--- config.mk ---
export PLATFORM = sky130hd
export DESIGN_NAME = xbar_rr_nxm
export DESIGN_NICKNAME = d
export VERILOG_FILES = /design/src/rtl/xbar_rr_nxm.sv
export SDC_FILE = /design/constraint.sdc
export NUM_CORES = 1
export LEC_CHECK = 0
export CORE_AREA = 2 2 154 156
export CTS_CLUSTER_SIZE = 10
export DETAILED_ROUTE_END_ITERATION = 10
export DIE_AREA = 0 0 156 158
export DONT_BUFFER_PORTS = 1
export GPL_TIMING_DRIVEN = 0
export SLEW_MARGIN = 20
export SYNTH_ARGS = -nofsm -noshare
export SYNTH_HDL_FRONTEND = slang
export SYNTH_SLANG_ARGS = --single-unit
export TNS_END_PERCENT = 1
--- constraint.sdc ---
create_clock -name clk -period 17.9 [get_ports clk]
set_clock_uncertainty 0.05 [all_clocks]
set_input_delay 2.685 -clock clk [delete_from_list [all_inputs] [get_ports clk]]
set_output_delay 2.685 -clock clk [all_outputs]
set_load 0.01 [all_outputs]
--- src/rtl/xbar_rr_nxm.sv ---
// NM-master x NS-slave req/ack crossbar: slave chosen by top address bits, per-slave round-robin arbitration.
// Latency: s_req one cycle after the grant edge; m_ack/m_rdata one cycle after the s_ack edge.
// Backpressure: a busy slave channel holds its request until s_ack; losing masters keep m_req high and wait.
module xbar_rr_nxm #(
    parameter int NM = 2,
    parameter int NS = 2,
    parameter int AW = 32,
    parameter int DW = 32
) (
    input  logic             clk,
    input  logic             reset,
    input  logic [NM-1:0]    m_req,
    input  logic [NM*AW-1:0] m_addr,
    input  logic [NM-1:0]    m_cmd,
    input  logic [NM*DW-1:0] m_wdata,
    output logic [NM-1:0]    m_ack,
    output logic [NM*DW-1:0] m_rdata,
    output logic [NS-1:0]    s_req,
    output logic [NS*AW-1:0] s_addr,
    output logic [NS-1:0]    s_cmd,
    output logic [NS*DW-1:0] s_wdata,
    input  logic [NS-1:0]    s_ack,
    input  logic [NS*DW-1:0] s_rdata
);

    localparam int SW  = (NS > 1) ? $clog2(NS) : 1;
    localparam int MIW = (NM > 1) ? $clog2(NM) : 1;

    typedef enum logic {IDLE, BUSY} ch_state_e;

    logic [AW-1:0] m_addr_a  [NM];
    logic [DW-1:0] m_wdata_a [NM];
    logic [SW-1:0] m_slv     [NM];
    logic [DW-1:0] s_rdata_a [NS];

    ch_state_e      state_q   [NS];
    logic [MIW-1:0] owner_q   [NS];
    logic [MIW-1:0] ptr_q     [NS];
    logic [NS-1:0]  s_req_q;
    logic [AW-1:0]  s_addr_q  [NS];
    logic [NS-1:0]  s_cmd_q;
    logic [DW-1:0]  s_wdata_q [NS];
    logic [NM-1:0]  m_ack_q;
    logic [DW-1:0]  m_rdata_q [NM];

    logic [NS-1:0]  gnt_vld;
    logic [MIW-1:0] gnt_idx   [NS];
    logic [NM-1:0]  m_ack_d;
    logic [DW-1:0]  m_rdata_d [NM];

    for (genvar i = 0; i < NM; i++) begin : g_m
        assign m_addr_a[i]             = m_addr[i*AW +: AW];
        assign m_wdata_a[i]            = m_wdata[i*DW +: DW];
        assign m_slv[i]                = m_addr[i*AW + AW-1 -: SW];
        assign m_rdata[i*DW +: DW]     = m_rdata_q[i];
    end

    for (genvar s = 0; s < NS; s++) begin : g_s
        assign s_rdata_a[s]            = s_rdata[s*DW +: DW];
        assign s_addr[s*AW +: AW]      = s_addr_q[s];
        assign s_wdata[s*DW +: DW]     = s_wdata_q[s];
    end

    assign m_ack = m_ack_q;
    assign s_req = s_req_q;
    assign s_cmd = s_cmd_q;

    // Scan from the farthest master down to ptr+1 so the nearest candidate after the pointer wins.
    // A master acked this cycle is still holding its old request, so it is masked out.
    always_comb begin
        int             idx;
        logic [MIW-1:0] ci;
        idx = 0;
        ci  = '0;
        for (int s = 0; s < NS; s++) begin
            gnt_vld[s] = 1'b0;
            gnt_idx[s] = '0;
            for (int k = NM; k >= 1; k--) begin
                idx = int'(ptr_q[s]) + k;
                if (idx >= NM) idx = idx - NM;
                ci = MIW'(idx);
                if (m_req[ci] && !m_ack_q[ci] && (m_slv[ci] == SW'(s))) begin
                    gnt_vld[s] = 1'b1;
                    gnt_idx[s] = ci;
                end
            end
        end
    end

    // A master owns at most one channel, so acks from different slaves never collide.
    always_comb begin
        m_ack_d = '0;
        for (int i = 0; i < NM; i++) m_rdata_d[i] = m_rdata_q[i];
        for (int s = 0; s < NS; s++) begin
            if (state_q[s] == BUSY && s_ack[s]) begin
                m_ack_d[owner_q[s]]   = 1'b1;
                m_rdata_d[owner_q[s]] = s_rdata_a[s];
            end
        end
    end

    always_ff @(posedge clk or posedge reset) begin
        if (reset) begin
            m_ack_q <= '0;
            s_req_q <= '0;
            s_cmd_q <= '0;
            for (int i = 0; i < NM; i++) m_rdata_q[i] <= '0;
            for (int s = 0; s < NS; s++) begin
                state_q[s]   <= IDLE;
                owner_q[s]   <= '0;
                ptr_q[s]     <= MIW'(NM-1);
                s_addr_q[s]  <= '0;
                s_wdata_q[s] <= '0;
            end
        end else begin
            m_ack_q <= m_ack_d;
            for (int i = 0; i < NM; i++) m_rdata_q[i] <= m_rdata_d[i];
            for (int s = 0; s < NS; s++) begin
                case (state_q[s])
                    IDLE: begin
                        if (gnt_vld[s]) begin
                            state_q[s]   <= BUSY;
                            owner_q[s]   <= gnt_idx[s];
                            ptr_q[s]     <= gnt_idx[s];
                            s_req_q[s]   <= 1'b1;
                            s_addr_q[s]  <= m_addr_a[gnt_idx[s]];
                            s_cmd_q[s]   <= m_cmd[gnt_idx[s]];
                            s_wdata_q[s] <= m_wdata_a[gnt_idx[s]];
                        end
                    end
                    BUSY: begin
                        if (s_ack[s]) begin
                            state_q[s] <= IDLE;
                            s_req_q[s] <= 1'b0;
                        end
                    end
                    default: state_q[s] <= IDLE;
                endcase
            end
        end
    end

endmodule

# After elaboration in Yosys (flattened, before gate mapping)
# Cells that the tools add are included.
[totals]
ff_bits = 204
output_inout_bits = 198
wordCells = 170
[classes]
addsub = 8
magnitude_cmp = 24
n_eq_ne = 4
mux = 82
n_bitwise = 13
n_reduce_logical = 22
[op_table]
columns = ["op", "n"]
rows = [
  ["32-bit two-way mux", 14],
  ["64-bit bitwise mux", 2],
  ["64-bit two-way mux", 2],
  ["32-bit demux with 1-bit select", 2],
  ["1-bit two-way mux", 54],
  ["2-bit >= comparator, second input constant", 10],
  ["1-bit by 2-bit less-than comparator with 1-bit output, second input constant", 8],
  ["1-bit NOT with 2-bit output", 8],
  ["1-bit logical AND", 14],
  ["2-bit inequality test, second input constant", 4],
  ["1-bit case mux with 2 select lines", 4],
  ["2-bit AND reduction", 4],
  ["1-bit by 2-bit adder with 3-bit output, second input constant", 2],
  ["3-bit by 2-bit >= comparator with 1-bit output, second input constant", 2],
  ["1-bit by 1-bit adder with 2-bit output, second input constant", 2],
  ["1-bit zero test", 4],
  ["2-bit by 1-bit less-than comparator with 1-bit output, second input constant", 2],
  ["2-bit two-way mux", 2],
  ["1-bit NOT", 4],
  ["1-bit subtractor, second input constant", 4],
  ["1-bit demux with 1-bit select", 2],
  ["1-bit >= comparator, second input constant", 2],
  ["2-bit OR", 1],
]

# Logic depth before layout (Yosys ltp)
# Gate-level depths: netlist (run 1).
[depth]
depth_word = 15
ltp_mapped = 6

# Least setup slack after synthesis (run 1)
# OpenSTA, ideal clock, no wires.
[synth_path]
kind = "in2reg"
startpoint = "input m_addr[63]"
endpoint = "register s_addr_q, in the netlist s_addr[0]"
setup_ns = 0.082
t_arrival_ns = 3.845
path_slack_ns = 13.923
path_stages = 5
n_path_buf = 2
path_cell_list = "or3b_4 > buf_6 > clkbuf_1 > or3b_1 > a31oi_1"
[synth_via]
elab_chain_len = 11
[synth_lines]
columns = ["element", "line_no", "text"]
rows = [
  ["start: declaration", "13", "input logic [NM*AW-1:0] m_addr,"],
  ["1-bit two-way mux (implied by the code) (3 in a row)", "82", "if (m_req[ci] && !m_ack_q[ci] && (m_slv[ci] == SW'(s))) begin"],
  ["1-bit NOT", "82", ""],
  ["1-bit logical AND", "82", ""],
  ["1-bit two-way mux (2 in a row)", "82", ""],
  ["1-bit NOT with 2-bit output (implied by the code)", "126", "s_addr_q[s] <= m_addr_a[gnt_idx[s]];"],
  ["32-bit two-way mux (implied by the code) (3 in a row)", "126", ""],
  ["end signal: indexed assignment", "126", ""],
  ["end: declaration", "40", "logic [AW-1:0] s_addr_q [NS];"],
]
# Several ways; a longest one is shown, not always the timed one. The select of a mux whose other input is x is not followed.
# A chain may end at the register's enable or synchronous reset.

# Final worst setup path (run 1)
[layout_path]
startpoint = "input m_req[1]"
endpoint = "register s_wdata_q, in the netlist s_wdata[50]"
[layout_via]
elab_chain_len = 10
[layout_lines]
columns = ["element", "line_no", "text"]
rows = [
  ["start: declaration", "12", "input logic [NM-1:0] m_req,"],
  ["1-bit two-way mux (implied by the code) (2 in a row)", "82", ""],
  ["1-bit logical AND (2 in a row)", "82", ""],
  ["1-bit two-way mux (2 in a row)", "82", ""],
  ["1-bit NOT with 2-bit output (implied by the code)", "128", "s_wdata_q[s] <= m_wdata_a[gnt_idx[s]];"],
  ["32-bit two-way mux (implied by the code) (3 in a row)", "128", ""],
  ["end signal: indexed assignment", "128", ""],
  ["end: declaration", "42", "logic [DW-1:0] s_wdata_q [NS];"],
]
# Several ways; a longest one is shown, not always the timed one. The select of a mux whose other input is x is not followed.

==> flow_metrics.py, run 1 <==
metrics = {
    "outcome": {
        "status": "complete, no violations",
    },
    "flow_run": {
        "cap_violations": 0,
    },
    "yosys": {
        "synthCells": 1067,
        "synth_edf_count": 0,
        "synthTopCellsByArea": "dfrtp_1, o21ai_0, a31oi_1, nor3_1, mux2i_1",
        "synthTopCellsByCount": "dfrtp_1, o21ai_0, nor3_1",
        "async_reset_ff_share_pct": 100,
        "syn_area_per_cell_um2": 9.64,
        "yosysTopAreaCell": "dfrtp_1",
        "ys_types": 33,
        "ys_warn_count": 0,
        "yosysMostFrequentCell": "dfrtp_1",
        "synth_seq_area_share_pct": 49.7,
        "syn-num-nets": 1267,
        "synthFlopType": "dfrtp_1",
        "ys_ff_latch": 204,
        "syn_area_mm2": 0.0103,
        "yosysTopAreaCellShare_pct": 49.1,
    },
    "power_and_ir_drop": {
        "power_mw": 2.04,
        "power_density_mw_per_mm2": 179,
        "leakage_nw": 4.61,
        "max-vdd-ir-drop_v": 0.0000898,
    },
    "cts": {
        "cts.path.max_buffers": 3,
        "cts_setup_buffers": 0,
        "h-tree-depth": 1,
        "clock-sinks": 204,
        "clkTransAtPathRegs_ns": 0.06,
        "cts_buffers": 25,
        "ctsResizeCount": 0,
        "clk_latency_ns": 0.52,
        "hold_buffers": 0,
        "cts_root_buf": "clkbuf_16",
        "cts_tree": "done",
    },
    "routing": {
        "antenna_left": 0,
        "via_per_inst": 6.39,
        "drc": 0,
        "dr.pass1.iters": 5,
        "vias": 8912,
        "wl_um": 37200,
        "wire_per_inst_um": 26.7,
        "drtIter0Drc": 618,
    },
    "sta": {
        "hold_slack_ns": 0.457,
        "fin_tns_setup_ns": 0,
        "fin_crit_sh_pct": 23.2,
        "worst_slack_ns": 13.75,
        "grt_setup_unrepaired": "no",
        "setup_viol": 0,
        "slew_headroom_pct": 46.0,
        "hold_viol": 0,
        "finalMaxSlewViolations": 0,
        "worstMarginPinSlew_ns": 0.809,
        "fin_crit_ns": 4.15,
        "clock.fmax_mhz": 241,
    },
    "grt": {
        "grt.total_usage_pct": 28.9,
        "grt_max_degree": 74,
        "grt_pass1_wl_um": 55000,
        "grt_pass1_vias": 9094,
        "grt_overflow": 0,
        "grt_antenna_before_repair": 0,
    },
    "cells_and_area": {
        "diodes": 0,
        "final.fill_count": 2201,
        "utilization_pct": 49.6,
        "layout-drive-gt1-share_pct": 12.9,
        "instances_no_fill": 1395,
        "nNetsFinal": 1296,
        "synthToLayoutAreaGrowth_pct": 11.1,
        "design_area_mm2": 0.0114,
    },
    "critical_path": {
        "worstSetupPathType": "input port to flop",
        "worst_setup_path_start_kind": "input port",
        "cpPeakStageDelay_ns": 0.69,
        "crit_slowest_cell": "a21oi_2",
        "cp-end-kind": "flop",
        "worstPathRequired_ns": 18.22,
        "arrival_ns": 4.47,
        "crit_path_cell_trace": "nand3b_1 > buf_2 > a21oi_2 > clkbuf_1 > a31oi_1",
        "path_max_fanout": 10,
    },
    "floorplanning": {
        "die_area_mm2": 0.0246,
        "num_io_pins": 398,
        "die_y_um": 158,
        "core_mm2": 0.0231,
        "rows": 56,
        "chipWidth_um": 156,
        "initial_core_util_pct": 44.6,
    },
    "placed_design": {
        "routabilityCongestion": 0.858,
        "dpl.hpwl_um": 26800,
        "portBuffers": 0,
        "pre_cts_slack_ns": 13.21,
        "placed_cell_area_mm2": 0.0107,
        "dp_cells": 1359,
    },
    "worst_hold_path": {
        "min_path_type": "flop to flop",
    },
}
[registers in the layout (all words and copies together), names as in the netlist]
| name | count |
|---|---|
| m_rdata | 64 |
| s_addr | 64 |
| s_wdata | 64 |
| m_ack | 2 |
| owner_q | 2 |
| ptr_q | 2 |
| s_cmd | 2 |
| s_req | 2 |
| state_q | 2 |
[worst max-delay path, delay by kind of cell]
kind / cells / cell delay, ns
buffers and inverters: 2 / 0.74
AND/OR/NAND/NOR: 1 / 0.17
AO/OA/AOI/OAI: 2 / 0.86
[where the power goes]
group          switching, mW  internal (mW)  leakage (nW)  total (mW)
sequential             0.304          0.690          2.30       0.994
combinational          0.339          0.246          1.96       0.585
clock                  0.193          0.268         0.351       0.460
[cell families after synthesis]
logic type | share of synthesized area, %
buf+inv | 4.91
compound gates | 17.9
simple gates | 21.3
flops | 49.7
mux | 6.23
[per-layer routing]
layer / track usage (%) / vias up / wire length (um)
li1: - / 4007 / -
met1: 33.8 / 4309 / 13900
met5: 0 / - / 0
met3: 10.2 / 112 / 4010
met4: 12.5 / 0 / 1680
met2: 48.5 / 484 / 17600
[worst paths after layout]
| check | from | end | slack [ns] | cells past startpoint |
|---|---|---|---|---|
| worst min-delay path | owner_q[1] | owner_q[1] | 0.46 | 1 |
| worst min register to register | owner_q[1] | owner_q[1] | 0.46 | 1 |
| worst max-delay path | m_req[1] | s_wdata[50] | 13.75 | 5 |
| min in group asynchronous | reset | m_rdata[59] | 2.00 | 1 |
| max in group asynchronous | reset | ptr_q[1] | 15.05 | 2 |
| worst max register to register | m_ack[1] | s_wdata[50] | 15.25 | 5 |
[placed cells by master, fill, tap and decap left out, types with 4 or more instances in the layout]
| cell type | n |
|---|---|
| dfrtp_1 | 202 |
| o21ai_0 | 161 |
| nor3_1 | 130 |
| a31oi_1 | 128 |
| clkbuf_1 | 89 |
| or3b_2 | 68 |
| mux2i_1 | 64 |
| or3b_1 | 60 |
| nand2_1 | 36 |
| nor2_1 | 34 |
| buf_2 | 32 |
| a21oi_1 | 32 |
| clkbuf_16 | 25 |
| nand3b_1 | 4 |
| nand2b_1 | 4 |
| a21o_1 | 4 |
| clkbuf_8 | 4 |
[cell type report]
cell class	count	area (um2)	area share [%]
Multi-Input combinational cell	742	4670	40.9
Sequential cell	204	5110	44.7
Timing Repair Buffer	2	55.1	0.482
Inverter	1	11.3	0.0986
Clock inverter	2	13.8	0.120
Buffer	120	502	4.39
Tap cell	290	363	3.18
Clock buffer	34	699	6.12
Note: power is estimated with default switching activity, not from simulation.
==> inputs of run 2 (changes only) <==
- CORE_AREA: 2 2 154 156 -> 2 2 155 157
- DIE_AREA: 0 0 156 158 -> 0 0 157 159
- clock period: 17.9 -> 4.2 ns (I/O delays scaled with it)
==> run 2 against run 1 <==
First-iteration DRC count up 15%. Critical path depth unchanged. Final area grew 0.80%. Final cell count increased by 2.4%. Count of clock-buffer cells in the layout fell by 5. Largest power group unchanged. Register-to-register slack worse by 14 ns. Setup slack got worse by 12 ns. Largest cell class unchanged. Power grew to 4.2 times the previous value.
==> flow_metrics.py, run 2 (synthesis results as in run 1) <==
metrics = {
    "floorplanning": {
        "die_area_mm2": 0.0250,
        "num_io_pins": 398,
        "die_y_um": 159,
        "initial_core_util_pct": 44.3,
        "core_mm2": 0.0232,
        "chipWidth_um": 157,
        "rows": 56,
    },
    "power_and_ir_drop": {
        "leakage_nw": 4.63,
        "power_density_mw_per_mm2": 751,
        "clock_power_share_pct": 21.7,
        "swShare_pct": 41.5,
        "power_frac_comb_pct": 29.1,
        "internal_power_mw": 5.07,
        "max-vdd-ir-drop_v": 0.000367,
        "p_sw_mw": 3.59,
        "power_frac_seq_pct": 49.2,
    },
    "routing": {
        "vias": 8994,
        "via_per_inst": 6.30,
        "dr.pass1.iters": 8,
        "antenna_left": 0,
        "drtIter0Drc": 713,
        "drc": 0,
        "wire_per_inst_um": 26.5,
        "wl_um": 37800,
    },
    "grt": {
        "grt.total_usage_pct": 29.4,
        "grt_pass1_vias": 9248,
        "grt_pass1_wl_um": 57000,
        "grt_max_degree": 33,
        "grt_overflow": 0,
        "grt_antenna_before_repair": 0,
    },
    "cts": {
        "clock-sinks": 204,
        "cts_buffers": 25,
        "clkTransAtPathRegs_ns": 0.05,
        "cts_tree": "done",
        "clk_latency_ns": 0.53,
        "cts.path.max_buffers": 3,
        "cts_setup_buffers": 0,
        "cts_root_buf": "clkbuf_16",
        "h-tree-depth": 1,
    },
    "sta": {
        "worstMarginPinSlew_ns": 0.753,
        "grt_setup_unrepaired": "no",
        "hold_viol": 0,
        "setup_viol": 0,
        "fin_crit_ns": 2.73,
        "worst_slack_ns": 1.47,
        "fin_crit_sh_pct": 65.0,
        "finalMaxSlewViolations": 0,
        "clock.fmax_mhz": 366,
        "slew_headroom_pct": 49.8,
    },
    "cells_and_area": {
        "final.fill_count": 2160,
        "mostFrequentLayoutCell": "dfrtp_1",
        "layout_common_cells": "dfrtp_1, o21ai_0, nor3_1",
        "diodes": 0,
        "design_area_mm2": 0.0115,
        "layout-drive-gt1-share_pct": 13.3,
        "nNetsFinal": 1302,
        "synthToLayoutAreaGrowth_pct": 12.0,
    },
    "outcome": {
        "status": "complete, no violations",
    },
    "worst_hold_path": {
        "holdPathStages": 2,
        "min_path_type": "input port to flop",
    },
    "critical_path": {
        "arrival_ns": 3.03,
        "worstPathRequired_ns": 4.50,
        "worstSetupPathType": "flop to flop",
        "path_max_fanout": 10,
        "rrSetupSlack_ns": 1.47,
        "cp-end-kind": "flop",
        "worst_setup_path_start_kind": "flop",
        "rr_worst_depth": 5,
    },
    "placed_design": {
        "routabilityCongestion": 0.896,
        "pre_cts_slack_ns": 1.45,
        "portBuffers": 0,
        "dpl.hpwl_um": 27700,
        "placed_cell_area_mm2": 0.0108,
    },
    "flow_run": {
        "cap_violations": 0,
    },
}
## run 2: cell types whose count changed in the layout (fill, tap and decap cells not counted)
cell	change
dlygate4sd3_1	+1
buf_16	-1
clkinv_2	+3
clkbuf_1	-1
inv_8	-1
clkinvlp_4	+1
buf_12	+6
clkbuf_8	-4
## run 2: power by group through the flow
stage | clock network (mW) | logic (mW) | registers [mW]
2_1_floorplan | 0 | 1.93 | 3.89
3_3_place_gp | 0 | 2.42 | 4.26
3_5_place_dp | 0 | 2.52 | 4.27
4_1_cts | 1.90 | 2.51 | 4.25
5_1_grt | 2.00 | 2.82 | 4.35
6_report | 1.88 | 2.51 | 4.26
## run 2: path summary, 6_finish.rpt
check / from / to
max in group asynchronous: reset / s_addr[35]
worst max-delay path: m_ack[1] / s_addr[47]
worst min register to register: owner_q[1] / owner_q[1]
min in group asynchronous: reset / m_rdata[59]
worst min-delay path: s_rdata[59] / m_rdata[59]
worst max register to register: m_ack[1] / s_addr[47]
## run 2: routing by layer
layer / track usage, % / up-vias / wire, um
met4: 12.7 / 0 / 1740
met5: 0 / - / 0
met1: 34.1 / 4355 / 13900
li1: - / 3999 / -
met3: 9.83 / 124 / 4050
met2: 49.3 / 516 / 18100
## run 2: layout make-up
class	count	area [um2]	share of cell area [%]
Inverter	1	7.51	0.0652
Buffer	120	502	4.36
Sequential cell	204	5110	44.4
Clock buffer	29	641	5.56
Multi-Input combinational cell	742	4670	40.6
Clock inverter	5	28.8	0.250
Timing Repair Buffer	8	158	1.37
Tap cell	319	399	3.47
## run 2: critical path, cell delays in order (launching register included)
cell and delay, ns:
dfrtp_1 0.55, nand3b_1 0.37, buf_2 0.30, a21oi_2 0.65
clkbuf_1 0.47, a31oi_1 0.17
## run 2: metrics by stage
stage	hold slack [ns]	TNS, ns	power (mW)	util, %	instances
CTS	0.153	0	8.67	49.6	1428
global route	0.152	0	9.17	49.6	1428
global placement	0.429	-80.62	6.69	46.1	1386
detailed placement	0.436	0	6.79	46.7	1393
floorplan	0.406	0	5.82	-	1067
finish	0.168	0	8.65	49.6	1428
## run 2: what timing repair did
action                     in CTS  in global routing
hold endpoints to repair       13                  0
hold buffers                    1                  0
setup endpoints to repair       0                  0
resized for setup               0                  0
